--- src/rtl/control_sequencer_pkg.sv ---
// Shared constants for the hardwired control sequencer: opcodes, state encodings,
// ALU select bit positions and the opcode classes the decoder reports.
package control_sequencer_pkg;

   localparam int NREG    = 16;
   localparam int IR_W    = 32;
   localparam int STATE_W = 4;
   localparam int ALU_W   = 14;

   typedef enum logic [STATE_W-1:0] {
      ST_IDLE = 4'd0,
      ST_T0   = 4'd1,
      ST_T1   = 4'd2,
      ST_T2   = 4'd3,
      ST_T3   = 4'd4,
      ST_T4   = 4'd5,
      ST_T5   = 4'd6,
      ST_HALT = 4'd7
   } state_e;

   localparam logic [4:0] OP_ADD  = 5'b00000;
   localparam logic [4:0] OP_SUB  = 5'b00001;
   localparam logic [4:0] OP_AND  = 5'b00010;
   localparam logic [4:0] OP_OR   = 5'b00011;
   localparam logic [4:0] OP_SHR  = 5'b00100;
   localparam logic [4:0] OP_SHRA = 5'b00101;
   localparam logic [4:0] OP_SHL  = 5'b00110;
   localparam logic [4:0] OP_ROR  = 5'b00111;
   localparam logic [4:0] OP_ROL  = 5'b01000;
   localparam logic [4:0] OP_MUL  = 5'b01111;
   localparam logic [4:0] OP_DIV  = 5'b10000;
   localparam logic [4:0] OP_NEG  = 5'b10001;
   localparam logic [4:0] OP_NOT  = 5'b10010;
   localparam logic [4:0] OP_NOP  = 5'b11010;
   localparam logic [4:0] OP_HALT = 5'b11011;

   // alu_sel bit positions; bit 13 is a spare and stays 0
   localparam int ALU_ADD  = 0;
   localparam int ALU_SUB  = 1;
   localparam int ALU_AND  = 2;
   localparam int ALU_OR   = 3;
   localparam int ALU_SHR  = 4;
   localparam int ALU_SHRA = 5;
   localparam int ALU_SHL  = 6;
   localparam int ALU_ROR  = 7;
   localparam int ALU_ROL  = 8;
   localparam int ALU_NEG  = 9;
   localparam int ALU_NOT  = 10;
   localparam int ALU_MUL  = 11;
   localparam int ALU_DIV  = 12;

   typedef enum logic [2:0] {
      CLS_OP3     = 3'd0,
      CLS_MULDIV  = 3'd1,
      CLS_UNARY   = 3'd2,
      CLS_NOP     = 3'd3,
      CLS_HALT    = 3'd4,
      CLS_ILLEGAL = 3'd5
   } op_class_e;

endpackage

--- src/rtl/control_sequencer_ir_field_decode.sv ---
// Splits the instruction word into an opcode class, a one-hot ALU select and
// one-hot decodes of the three register fields.
module ir_field_decode
   import control_sequencer_pkg::*;
(
   input  logic [IR_W-1:0]  ir_i,
   output op_class_e        op_class_o,
   output logic [ALU_W-1:0] alu_sel_o,
   output logic [NREG-1:0]  ra_dec_o,
   output logic [NREG-1:0]  rb_dec_o,
   output logic [NREG-1:0]  rc_dec_o
);

   logic [4:0] opcode;
   logic [3:0] ra, rb, rc;
   logic       unused_low;

   assign opcode     = ir_i[31:27];
   assign ra         = ir_i[26:23];
   assign rb         = ir_i[22:19];
   assign rc         = ir_i[18:15];
   assign unused_low = ^ir_i[14:0];

   genvar gi;
   generate
      for (gi = 0; gi < NREG; gi++) begin : g_reg_dec
         assign ra_dec_o[gi] = (ra == 4'(gi));
         assign rb_dec_o[gi] = (rb == 4'(gi));
         assign rc_dec_o[gi] = (rc == 4'(gi));
      end
   endgenerate

   always_comb begin
      op_class_o = CLS_ILLEGAL;
      alu_sel_o  = '0;
      case (opcode)
         OP_ADD:  begin op_class_o = CLS_OP3;    alu_sel_o[ALU_ADD]  = 1'b1; end
         OP_SUB:  begin op_class_o = CLS_OP3;    alu_sel_o[ALU_SUB]  = 1'b1; end
         OP_AND:  begin op_class_o = CLS_OP3;    alu_sel_o[ALU_AND]  = 1'b1; end
         OP_OR:   begin op_class_o = CLS_OP3;    alu_sel_o[ALU_OR]   = 1'b1; end
         OP_SHR:  begin op_class_o = CLS_OP3;    alu_sel_o[ALU_SHR]  = 1'b1; end
         OP_SHRA: begin op_class_o = CLS_OP3;    alu_sel_o[ALU_SHRA] = 1'b1; end
         OP_SHL:  begin op_class_o = CLS_OP3;    alu_sel_o[ALU_SHL]  = 1'b1; end
         OP_ROR:  begin op_class_o = CLS_OP3;    alu_sel_o[ALU_ROR]  = 1'b1; end
         OP_ROL:  begin op_class_o = CLS_OP3;    alu_sel_o[ALU_ROL]  = 1'b1; end
         OP_MUL:  begin op_class_o = CLS_MULDIV; alu_sel_o[ALU_MUL]  = 1'b1; end
         OP_DIV:  begin op_class_o = CLS_MULDIV; alu_sel_o[ALU_DIV]  = 1'b1; end
         OP_NEG:  begin op_class_o = CLS_UNARY;  alu_sel_o[ALU_NEG]  = 1'b1; end
         OP_NOT:  begin op_class_o = CLS_UNARY;  alu_sel_o[ALU_NOT]  = 1'b1; end
         OP_NOP:  op_class_o = CLS_NOP;
         OP_HALT: op_class_o = CLS_HALT;
         default: op_class_o = CLS_ILLEGAL;
      endcase
   end

endmodule

--- src/rtl/control_sequencer.sv ---
// Hardwired fetch/decode/execute sequencer producing the datapath strobes as
// Moore decodes of the state register and the (already loaded) IR.
module control_sequencer
   import control_sequencer_pkg::*;
(
   input  logic               clock,
   input  logic               clear,
   input  logic               run,
   input  logic [IR_W-1:0]    IR,
   output logic [NREG-1:0]    Rin,
   output logic [NREG-1:0]    Rout,
   output logic               PCin,
   output logic               IRin,
   output logic               Yin,
   output logic               Zin,
   output logic               MARin,
   output logic               MDRin,
   output logic               HIin,
   output logic               LOin,
   output logic               PCout,
   output logic               MDRout,
   output logic               Zlowout,
   output logic               Zhighout,
   output logic               HIout,
   output logic               LOout,
   output logic               InPortout,
   output logic               Cout,
   output logic               IncPC,
   output logic               Read,
   output logic [ALU_W-1:0]   alu_sel,
   output logic               instr_done,
   output logic               halted,
   output logic               illegal,
   output logic [STATE_W-1:0] state_dbg
);

   state_e           state_q, state_d, after_done;
   op_class_e        op_class;
   logic [ALU_W-1:0] alu_dec;
   logic [NREG-1:0]  ra_dec, rb_dec, rc_dec;

   ir_field_decode u_decode (
      .ir_i       (IR),
      .op_class_o (op_class),
      .alu_sel_o  (alu_dec),
      .ra_dec_o   (ra_dec),
      .rb_dec_o   (rb_dec),
      .rc_dec_o   (rc_dec)
   );

   always_ff @(posedge clock) begin
      if (clear) state_q <= ST_IDLE;
      else       state_q <= state_d;
   end

   // run is only consulted at instruction boundaries, so dropping it never aborts
   assign after_done = run ? ST_T0 : ST_IDLE;

   always_comb begin
      state_d = state_q;
      case (state_q)
         ST_IDLE: if (run) state_d = ST_T0;
         ST_T0:   state_d = ST_T1;
         ST_T1:   state_d = ST_T2;
         ST_T2:   state_d = ST_T3;
         ST_T3: begin
            case (op_class)
               CLS_OP3, CLS_MULDIV, CLS_UNARY: state_d = ST_T4;
               CLS_HALT:                       state_d = ST_HALT;
               default:                        state_d = after_done;
            endcase
         end
         ST_T4: begin
            if (op_class == CLS_OP3 || op_class == CLS_MULDIV) state_d = ST_T5;
            else                                               state_d = after_done;
         end
         ST_T5:   state_d = after_done;
         ST_HALT: state_d = ST_HALT;
         default: state_d = ST_IDLE;
      endcase
   end

   always_comb begin
      Rin = '0;  Rout = '0;  alu_sel = '0;
      PCin = 1'b0;  IRin = 1'b0;  Yin = 1'b0;  Zin = 1'b0;
      MARin = 1'b0;  MDRin = 1'b0;  HIin = 1'b0;  LOin = 1'b0;
      PCout = 1'b0;  MDRout = 1'b0;  Zlowout = 1'b0;  Zhighout = 1'b0;
      HIout = 1'b0;  LOout = 1'b0;  InPortout = 1'b0;  Cout = 1'b0;
      IncPC = 1'b0;  Read = 1'b0;
      instr_done = 1'b0;  halted = 1'b0;  illegal = 1'b0;
      state_dbg = '0;
      if (!clear) begin
         state_dbg = state_q;
         case (state_q)
            ST_T0: begin PCout = 1'b1; MARin = 1'b1; end
            ST_T1: begin PCout = 1'b1; IncPC = 1'b1; PCin = 1'b1; Read = 1'b1; MDRin = 1'b1; end
            ST_T2: begin MDRout = 1'b1; IRin = 1'b1; end
            ST_T3: begin
               case (op_class)
                  CLS_OP3:    begin Rout = rb_dec; Yin = 1'b1; end
                  CLS_MULDIV: begin Rout = ra_dec; Yin = 1'b1; end
                  CLS_UNARY:  begin Rout = rb_dec; alu_sel = alu_dec; Zin = 1'b1; end
                  CLS_NOP,
                  CLS_HALT:   instr_done = 1'b1;
                  default:    begin instr_done = 1'b1; illegal = 1'b1; end
               endcase
            end
            ST_T4: begin
               case (op_class)
                  CLS_OP3:    begin Rout = rc_dec; alu_sel = alu_dec; Zin = 1'b1; end
                  CLS_MULDIV: begin Rout = rb_dec; alu_sel = alu_dec; Zin = 1'b1; end
                  CLS_UNARY:  begin Zlowout = 1'b1; Rin = ra_dec; instr_done = 1'b1; end
                  default:    ;
               endcase
            end
            ST_T5: begin
               case (op_class)
                  CLS_OP3:    begin Zlowout = 1'b1; Rin = ra_dec; instr_done = 1'b1; end
                  CLS_MULDIV: begin HIin = 1'b1; LOin = 1'b1; instr_done = 1'b1; end
                  default:    ;
               endcase
            end
            ST_HALT: halted = 1'b1;
            default: ;
         endcase
      end
   end

endmodule

--- config.mk ---
export PLATFORM = sky130hd
export DESIGN_NAME = control_sequencer
export DESIGN_NICKNAME = d
export VERILOG_FILES = /design/src/rtl/control_sequencer_pkg.sv /design/src/rtl/control_sequencer_ir_field_decode.sv /design/src/rtl/control_sequencer.sv
export SDC_FILE = /design/constraint.sdc
export NUM_CORES = 1
export LEC_CHECK = 0
export BUFFER_PORTS_ARGS = -buffer_cell sky130_fd_sc_hd__buf_2
export CORE_MARGIN = 5
export CORE_UTILIZATION = 40
export DETAILED_ROUTE_END_ITERATION = 6
export PLACE_DENSITY = 0.84
export SKIP_LAST_GASP = 1
export SYNTH_ARGS = -nofsm -noshare
export SYNTH_HDL_FRONTEND = slang
export SYNTH_HIERARCHICAL = 1
export SYNTH_SLANG_ARGS = --single-unit
--- constraint.sdc ---
create_clock -name clock -period 3.1 [get_ports clock]
set_input_delay 0.775 -clock clock [delete_from_list [all_inputs] [get_ports clock]]
set_output_delay 0.775 -clock clock [all_outputs]
set_load 0.1 [all_outputs]
==> results of run 1 <==
through the flow:
step           hold slack [ns]  setup TNS, ns   util  cells
2_1_floorplan            0.615         -21.30      -    285
3_3_place_gp             0.729         -14.72  0.908    435
3_5_place_dp             0.772         -23.49  0.908    435
logic make-up after synthesis:
kind of cell	Yosys count	synth area share
buf+inv	36	0.139
flops	3	0.0354
fa+ha+maj	1	0.00590
xor+xnor	2	0.0103
compound gates	55	0.243
mux	2	0.0118
other cells	2	0.00442
simple gates	179	0.550
==> impl_summary.md, run 1 <==
Status
The run stopped with a tool error. The stage at which the run stopped is clock tree synthesis. The tool reported: "[ERROR DPL-0038] Utilization greater than 100%, impossible to legalize".

Clocking
The H-tree depth reported by CTS is 1. No sink is reached through more buffers than the 2 on the longest clock path. The post-CTS setup-driven buffer insertion count is 18. The clock drives 3 sinks. The number of instances resized during post-cts repair is 57.

The number of hold buffers added after CTS is 0. The library cell used as clock root buffer is clkbuf_8. The number of clock buffers added by TritonCTS is 3.

Floorplanning
From left edge to right edge, the die measures 75.2 um. For this configuration, the core starts out at a cell density of 0.418. For this design the top-level I/O count stands at 106.

Row generation in the floorplan step produced 23 rows. The height of the die is 75.2 um.

Synth
The top-area cell type share of the netlist area is 0.144. The number of synthesis warnings is 6. The dominant register cell in the synthesized netlist is dfxtp_1. The gate count after technology mapping is 280.

The share of the Yosys chip area taken by registers is 0.0354. The area of the mapped netlist is 1700 um^2. Yosys attributes the largest share of cell area to a221oi_1, nor2_1, and2_1, nor3_1, nand2b_1. a221oi_1 takes more of the synthesized area than any other cell.

Ranked by instance count, the synthesized netlist is headed by nor2_1, and2_1, a221oi_1. The post-synthesis cell type count is 45. Counting flops with an async set or reset pin after synthesis yields a share of 0. The number of flops mapped to enable cells by yosys is 0. The most common cell in the synthesized netlist is nor2_1. The flip-flop and latch count after synthesis is 3.

The synthesized area per cell is 6.06 um^2.

Placement
At the placement stage, the worst setup path has a slack of -0.623 ns. The final weighted congestion in routability-driven placement is 0.999. The post-detailed-placement cell area is 3690 um^2. The placed wire-length estimate is 7.88 mm. Input and output buffers added on the ports amount to 83.
==> run 2: changes to the inputs <==
--- a/config.mk
+++ b/config.mk
@@ -7,9 +7,9 @@
 export LEC_CHECK = 0
 export BUFFER_PORTS_ARGS = -buffer_cell sky130_fd_sc_hd__buf_2
 export CORE_MARGIN = 5
-export CORE_UTILIZATION = 40
+export CORE_UTILIZATION = 35
 export DETAILED_ROUTE_END_ITERATION = 6
-export PLACE_DENSITY = 0.84
+export PLACE_DENSITY_LB_ADDON = 0.15
 export SKIP_LAST_GASP = 1
 export SYNTH_ARGS = -nofsm -noshare
 export SYNTH_HDL_FRONTEND = slang
==> constraint.sdc (replaced) <==
create_clock -name clock -period 4.05 [get_ports clock]
set_input_delay 1.0125 -clock clock [delete_from_list [all_inputs] [get_ports clock]]
set_output_delay 1.0125 -clock clock [all_outputs]
set_load 0.1 [all_outputs]
==> run 2 against run 1 <==
Effect of this change:
- the flow now finishes, with violations (negative setup slack)
- synthesized cell count unchanged
- area after synthesis unchanged
==> impl_summary.md, run 2 <==
STA
The slew at the pin closest to its max-slew limit is 0.978 ns. The share of the cycle needed by the critical path after routing is 1.00. Setup violations remaining at the end of the flow were counted as 1. Static timing analysis puts the maximum clock frequency at 247 MHz. Setup repair after global routing could not meet its margin everywhere. Measured against its own limit, the worst slew margin works out to 0.347. The post-route clock skew is 0.00214 ns.

The number of slew-limit violations in the final report is 0. The number of failing hold endpoints at the final stage is 0. The clock period minus worst slack is 4.05 ns. The smallest setup slack after layout is -0.00404 ns.

Pwr
The static power due to leakage is 1.35 nW. In this run the power spent charging and discharging nets is 0.389 mW. The fraction of power consumed by combinational cells is 0.775.

Of the total power, the clock network draws 0.134. Of the total power, the share spent switching nets is 0.599. Internal power comes to 0.261 mW. The power per standard cell area is 181 nW/um^2. The fraction of power consumed by sequential logic is 0.092.

The maximum vdd ir drop is 0.285 mV.

Worst setup path
On the critical path, the stage with the largest delay is an instance of or4b_4. Counting both buffers and inverters, the worst setup path holds a total of 3. The category of the worst setup path launch point is an input port. At the worst endpoint, the required time is 3.04 ns.

The register-to-register setup slack is 2.23 ns. Counting buffers and inverters, the worst setup path is 10 cells deep. The data arrival at the endpoint of the critical path is 3.04 ns.

The depth of the worst register-to-register path is 4. The worst setup path is of the in2out kind. The critical register-to-register path endpoint is state_q[1]. The worst setup path is captured at a primary output.

Of all nets on the critical path, the largest fanout is 7. The signal on the critical path passes through buf_8 -> xor2_1 -> o22ai_1 -> a21oi_2 -> or4b_4 -> nor3_4 -> clkbuf_16 -> a221oi_4 -> nor2_4 -> buf_12. The highest cell delay on the worst timing path is 0.58 ns.

The launch instance of the worst register-to-register path is state_q[0]. On the critical path the largest part of the delay comes from simple AND/OR/NAND/NOR gates.

Flow run
Max-cap violations in this run came to 0.

GRT
Entering global routing, the biggest net connects 27 pins. Global routing finished with a remaining overflow of 0. The first global-routing pass estimated 10.9 mm of wire. The number of antenna violations at the first check in global routing is 0.

The combined global-route utilization of all metal layers is 0.208. The number of global-route vias before repair came to 2256.

Clocking
The H-tree depth reported by CTS is 1 (unchanged). The clock latency on the worst-skew pair is 0.22 ns. The deepest clock path buffer count is 2 (unchanged). The library cell used as clock root buffer is clkbuf_8. The total clock buffers created by CTS is 3 (unchanged). The total clock sinks was 3 (unchanged). The number of hold buffers added after CTS is 0 (unchanged). The clock transition time at the flip-flop clock pins of the worst setup and hold paths is 0.03 ns. TritonCTS built the clock tree.

Final layout
In the layout the commonest cells are buf_12, nor2_1, buf_2, nor3_1, buf_4. The register with the most flip-flops is state_q. The area growth from synthesis to final layout is 112%.

The fraction of layout cells with a size suffix above 1 is 0.504. The final layout contains 399 nets. The repair_antennas step left the layout with diodes totalling 0. With fillers left out, the area of the finished cells amounts to 3590 um^2. In the final layout, the registers with the most flip-flops are state_q (3). The library cell used most frequently in the layout, excluding fill and tap cells, is buf_12. The layout has 352 filler cells.

The number of flip-flops under the largest register name is 3.

Floorplanning
The chip width is 79.7 um (+6.0%). The height of the die came to 79.7 um (+6.0%). The initial core utilization is 0.359 (-0.0590). The die covers 6340 um^2.

The number of primary I/O pins was 106 (unchanged). After floorplanning, the core was sized to cover 4720 um^2. The number of rows created at floorplan came to 25 (+8.7%).

Synth
For this run, the leading register cell type out of synthesis is dfxtp_1. The flip-flop and latch count after synthesis was 3 (unchanged). The post-synthesis cell type count was 45 (unchanged).

The area of the mapped netlist is 1700 um^2 (unchanged). The async set-or-reset flop fraction in the synthesized netlist is 0 (unchanged). The number of synthesis warnings is 6 (unchanged). The commonest cells after synthesis are nor2_1, and2_1, a221oi_1.

The gate count after technology mapping was 280 (unchanged). Sorting the synthesized cells by area gives the leading types as a221oi_1, nor2_1, and2_1, nor3_1, nand2b_1. Yosys instantiated no cell more often than nor2_1. Of all cell types, the one taking the most synthesized area is a221oi_1. The number of flops mapped to enable cells by yosys came to 0 (unchanged). The synthesized area per cell is 6.06 um^2 (unchanged). The top-area cell type share of the netlist area was 0.144 (unchanged). The fraction of the yosys area taken by sequential cells came to 0.0354 (unchanged).

Drt
The first detailed-routing pass ran for 5 iterations. The final wirelength is 6.83 mm. The count of nets left with antenna violations once routing finished came out at 0.

The starting DRC count in detailed routing is 141. The wire length per cell is 15.9 um. The count of unresolved DRC violations after routing is 0. Dividing the detail-routed via count by the number of cells gives 5.60. The total via count in the routed design is 2409.

Status
The checks that failed: negative setup slack. The flow ran to the end, but the final reports show violations.

Hold path
The path class of the tightest hold or removal check is reg2reg. The path with the worst hold slack has its endpoint at state_q[0]. The worst hold path begins at state_q[1].

The cell depth of the worst hold path is 2.

Placement
The pre-CTS setup slack is -0.00783 ns (+0.615 ns). The placed wire-length estimate came to 5.44 mm (-31%). The post-detailed-placement cell area came to 3400 um^2 (-7.9%). The count of buffers inserted at the top-level ports is 83 (unchanged). The final weighted congestion in routability-driven placement came to 0.934 (-6.5%).
## run 2: cell counts after synthesis
Identical to the previous run, type by type.
## run 2: layout make-up
class                      instances  area, um^2  area share
clock buffer                       4        45.0      0.0125
timing repair buffer             106        1440       0.401
tap                               67        83.8      0.0233
multi-input combinational        246        1950       0.542
sequential                         3        60.1      0.0167
inverter                           4        15.0     0.00418
## run 2: what timing repair did
action | in CTS | in global routing
setup buffers | 1 | 0
pin swaps | 0 | 21
resized for setup | 1 | 18
setup endpoints to repair | 3 | 43
gates cloned | 0 | 1
## run 2: how the worst max path moves through the flow
| stage | from | endpoint | slack [ns] |
|---|---|---|---|
| floorplan | IR[30] | Rout[15] | -0.83 |
| global placement | IR[28] | Rout[1] | 0.05 |
| detailed placement | IR[28] | Rout[2] | -0.008 |
| CTS | IR[28] | Rout[2] | -0.003 |
| global route | IR[28] | Rout[14] | -0.11 |
| finish | IR[28] | Rout[14] | -0.004 |
## run 2: metrics by stage
stage,power (mW),utilization,cells,hold slack (ns),setup TNS (ns)
floorplan,0.428,-,285,0.615,-4.79
global placement,0.544,0.719,424,0.813,0
detailed placement,0.550,0.719,424,0.836,-0.0145
CTS,0.639,0.730,429,0.850,-0.00275
global route,0.685,0.761,430,0.925,-1.16
finish,0.650,0.761,430,0.856,-0.00404
## run 2: power groups by stage
stage	sequential [mW]	clock (mW)	combinational, mW
6_report	0.0596	0.0868	0.504
5_1_grt	0.0624	0.0925	0.530
4_1_cts	0.0598	0.0882	0.491
3_5_place_dp	0.0598	0	0.490
3_3_place_gp	0.0594	0	0.484
2_1_floorplan	0.0385	0	0.389
## run 2: worst min-delay path: cells and delay by family (launching register included)
kind	cells	cell delay (ns)
DFF	1	0.49
AOI/OAI and AO/OA	2	0.30
## run 2: logic make-up after synthesis
logic type | count (synthesis) | synth area share
compound gates | 55 | 0.243
mux | 2 | 0.0118
buf+inv | 36 | 0.139
simple gates | 179 | 0.550
xor+xnor | 2 | 0.0103
fa+ha+maj | 1 | 0.00590
other cells | 2 | 0.00442
flops | 3 | 0.0354
## run 2: layer usage
metal  GRT usage  part of all wire
met5           0                 0
met4      0.0584             0.022
met3      0.0260             0.057
met2       0.371              0.52
met1       0.258              0.40
(Power assumes the default switching activity.)
==> run 3: changes to the inputs <==
--- a/config.mk
+++ b/config.mk
@@ -15,3 +15,4 @@
 export SYNTH_HDL_FRONTEND = slang
 export SYNTH_HIERARCHICAL = 1
 export SYNTH_SLANG_ARGS = --single-unit
+export TNS_END_PERCENT = 30
==> run 3 against run 2 <==
Effect of this change:
- the run now ends clean
- worst setup slack gained 0.025 ns
- clock skew grew 0.0020 ns
- cell count grew 0.23%
- register-to-register slack gained 0.05 ns
- sequential power shrank 9.9%
- largest power group unchanged
==> impl_summary.md, run 3 (synthesis gave the netlist of run 2 again) <==
Clocking
The total clock buffers created by CTS was 3 (unchanged). The number of hold buffers added after CTS is 0 (unchanged). The clock tree from TritonCTS is done. The H-tree depth reported by CTS is 1 (unchanged). The total clock sinks was 3 (unchanged). The deepest clock path buffer count is 2 (unchanged). The library cell used as clock root buffer is clkbuf_8. The clock transition time at the flip-flop clock pins of the worst setup and hold paths was 0.03 ns (about the same). The clock latency on the worst-skew pair is 0.21 ns (about the same).

GRT
The number of antenna violations at the first check in global routing is 0 (unchanged). The total grt overflow is 0 (unchanged). The pin count of the biggest net entering global routing is 29 (+7.4%).

The combined global-route utilization of all metal layers is 0.188 (-0.0194). The number of global-route vias before repair is 2132 (-5.5%). The wire length of the first global-routing pass is 9.93 mm (-8.6%).

STA
The smallest setup slack after layout is 0.0209 ns (+0.0249 ns). The slew at the pin closest to its max-slew limit came to 0.969 ns (-0.00849 ns). The normalized max-slew margin is 0.358 (+0.0110).

Setup repair after global routing could not meet its margin everywhere. The final count of negative-setup-slack endpoints came to 0 (-1). The post-route clock skew is 0.00418 ns (+0.00204 ns).

The share of the cycle needed by the critical path after routing is 0.995 (-0.00615). The number of failing hold endpoints at the final stage is 0 (unchanged). The clock period minus worst slack was 4.03 ns (-0.0249 ns). The number of slew-limit violations in the final report is 0 (unchanged). The worst slack on hold paths is 0.813 ns (-0.0437 ns). The timing-limited maximum frequency was 248 MHz (+0.62%).

Worst setup path
The required time of the critical path came to 3.04 ns (about the same). The depth of the worst register-to-register path is 5 (+1). The worst register-to-register path ends at state_q[1]. In this run the worst setup path begins at IR[28]. STA classifies the critical path startpoint as an input port.

The path type of the worst setup path is in2out. The launch instance of the worst register-to-register path is state_q[0]. The data arrival at the endpoint of the critical path was 3.02 ns (-0.02 ns).

The maximum fanout count along the critical path is 28 (+21). The sort of element at the end of the critical path is a primary output. The register-to-register setup slack was 2.28 ns (+0.05 ns). The last element of the critical path is Rout[5].

Status
The flow ran to the end, and the final reports show no timing, DRC or antenna violations.

Placement
The count of buffers inserted at the top-level ports is 83 (unchanged). The pre-CTS setup slack is -0.0361 ns (-0.0282 ns). The final weighted congestion in routability-driven placement is 0.931 (-0.31%). The placed wire-length estimate came to 5.08 mm (-6.5%).

The post-detailed-placement cell area is 3100 um^2 (-8.7%).

Final layout
The number of flip-flops under the largest register name is 3 (unchanged). The final design utilization came to 0.680 (-0.0808). The largest registers in the layout are state_q (3).

The fraction of layout cells with a size suffix above 1 is 0.398 (-0.106). The number of filler instances in the final layout is 377 (+7.1%). The library cells used most frequently in the layout, excluding fill and tap cells, are buf_12, nor2_1, buf_2, a221oi_1, nor3_1. The area growth from synthesis to final layout is 89.2%. The layout net count is 400 (+0.25%). The antenna diode count is 0 (unchanged). The area occupied by multi-input gates came to 1580 um^2 (-19%). The post-route cell area is 3210 um^2 (-11%).

The register with the most flip-flops is state_q. The library cell used most frequently in the layout, excluding fill and tap cells, is buf_12. The storage element area is 60.1 um^2 (unchanged).

Floorplanning
The height of the die was 79.7 um (unchanged). The area of the core region is 4720 um^2 (unchanged). The number of primary I/O pins came to 106 (unchanged).

The floorplan die area is 6340 um^2 (unchanged). The initial core utilization is 0.359 (unchanged). The chip width was 79.7 um (unchanged).

The number of rows created at floorplan came to 25 (unchanged).

Drt
The final wirelength is 6.21 mm (-9.1%). The length of the first detailed-routing pass in iterations is 4 (-1). The starting DRC count in detailed routing is 239 (+70%). The count of unresolved DRC violations after routing is 0 (unchanged). The post-detailed-route count of antenna-violating nets is 0 (unchanged). The total via count in the routed design is 2359 (-2.1%). The ratio of routed vias to standard cells is 5.47 (-2.3%). The wire length per cell is 14.4 um (-9.3%).

Flow run
The total of max-cap violations is 0 (unchanged).

Pwr
The maximum vdd ir drop was 0.217 mV (-24%). The total power of the final layout is 0.610 mW (-6.1%). The static power due to leakage is 1.26 nW (-6.3%). The power per standard cell area is 190 nW/um^2 (+5.0%).

Hold path
The worst hold path class is reg2reg.
run 3: changes by cell type in the layout (fill, tap and decap cells not counted), sizes merged:
cell	previous run	this run
buf	105	107
clkbuf	5	4
run 3: area by class of cell:
class | count | area share
tap | 67 | 0.0261
sequential | 3 | 0.0187
clock buffer | 4 | 0.0140
inverter | 4 | 0.00467
timing repair buffer | 107 | 0.445
multi-input combinational | 246 | 0.492
run 3: worst min-delay path by stage:
stage          depth (start not counted)    endpoint  slack (ns)        from
2_1_floorplan                          3  state_q[0]        0.61  state_q[1]
3_3_place_gp                           2  state_q[0]        0.81  state_q[1]
3_5_place_dp                           2  state_q[0]        0.82  state_q[1]
4_1_cts                                2  state_q[0]        0.81  state_q[1]
5_1_grt                                2  state_q[0]        0.87  state_q[1]
6_report                               2  state_q[0]        0.81  state_q[1]
run 3: timing repair:
item | 4_1_cts | 5_1_grt
pin swaps | 0 | 2
resized for setup | 1 | 8
endpoints found under the setup margin | 23 | 41
buffers inserted | 0 | 3
run 3: where the power goes:
group	internal, mW	leakage [nW]	switching (mW)
sequential	0.0338	0.0246	0.0199
combinational	0.145	1.22	0.326
clock	0.0670	0.0228	0.0186
run 3: critical path, cell delays in order:
cell and delay (ns):
buf_2 0.13, xor2_1 0.17, o22ai_1 0.17, a21oi_1 0.12
or4b_4 0.55, nor2b_4 0.15, buf_12 0.17, a221oi_1 0.09
nor2_1 0.23, buf_12 0.21
run 3: per-layer routing:
metal / up-vias / global-route usage / wire (um)
met4: 0 / 0.0447 / 86
met1: 1103 / 0.231 / 2500
met5: - / 0 / 0
li1: 1161 / - / -
met3: 8 / 0.0181 / 331
met2: 87 / 0.348 / 3290
run 3: through the flow:
stage / TNS, ns / cells
3_5_place_dp: -0.483 / 424
5_1_grt: -0.395 / 431
6_report: 0 / 431
3_3_place_gp: 0 / 424
2_1_floorplan: -20.78 / 285
4_1_cts: -0.0915 / 428
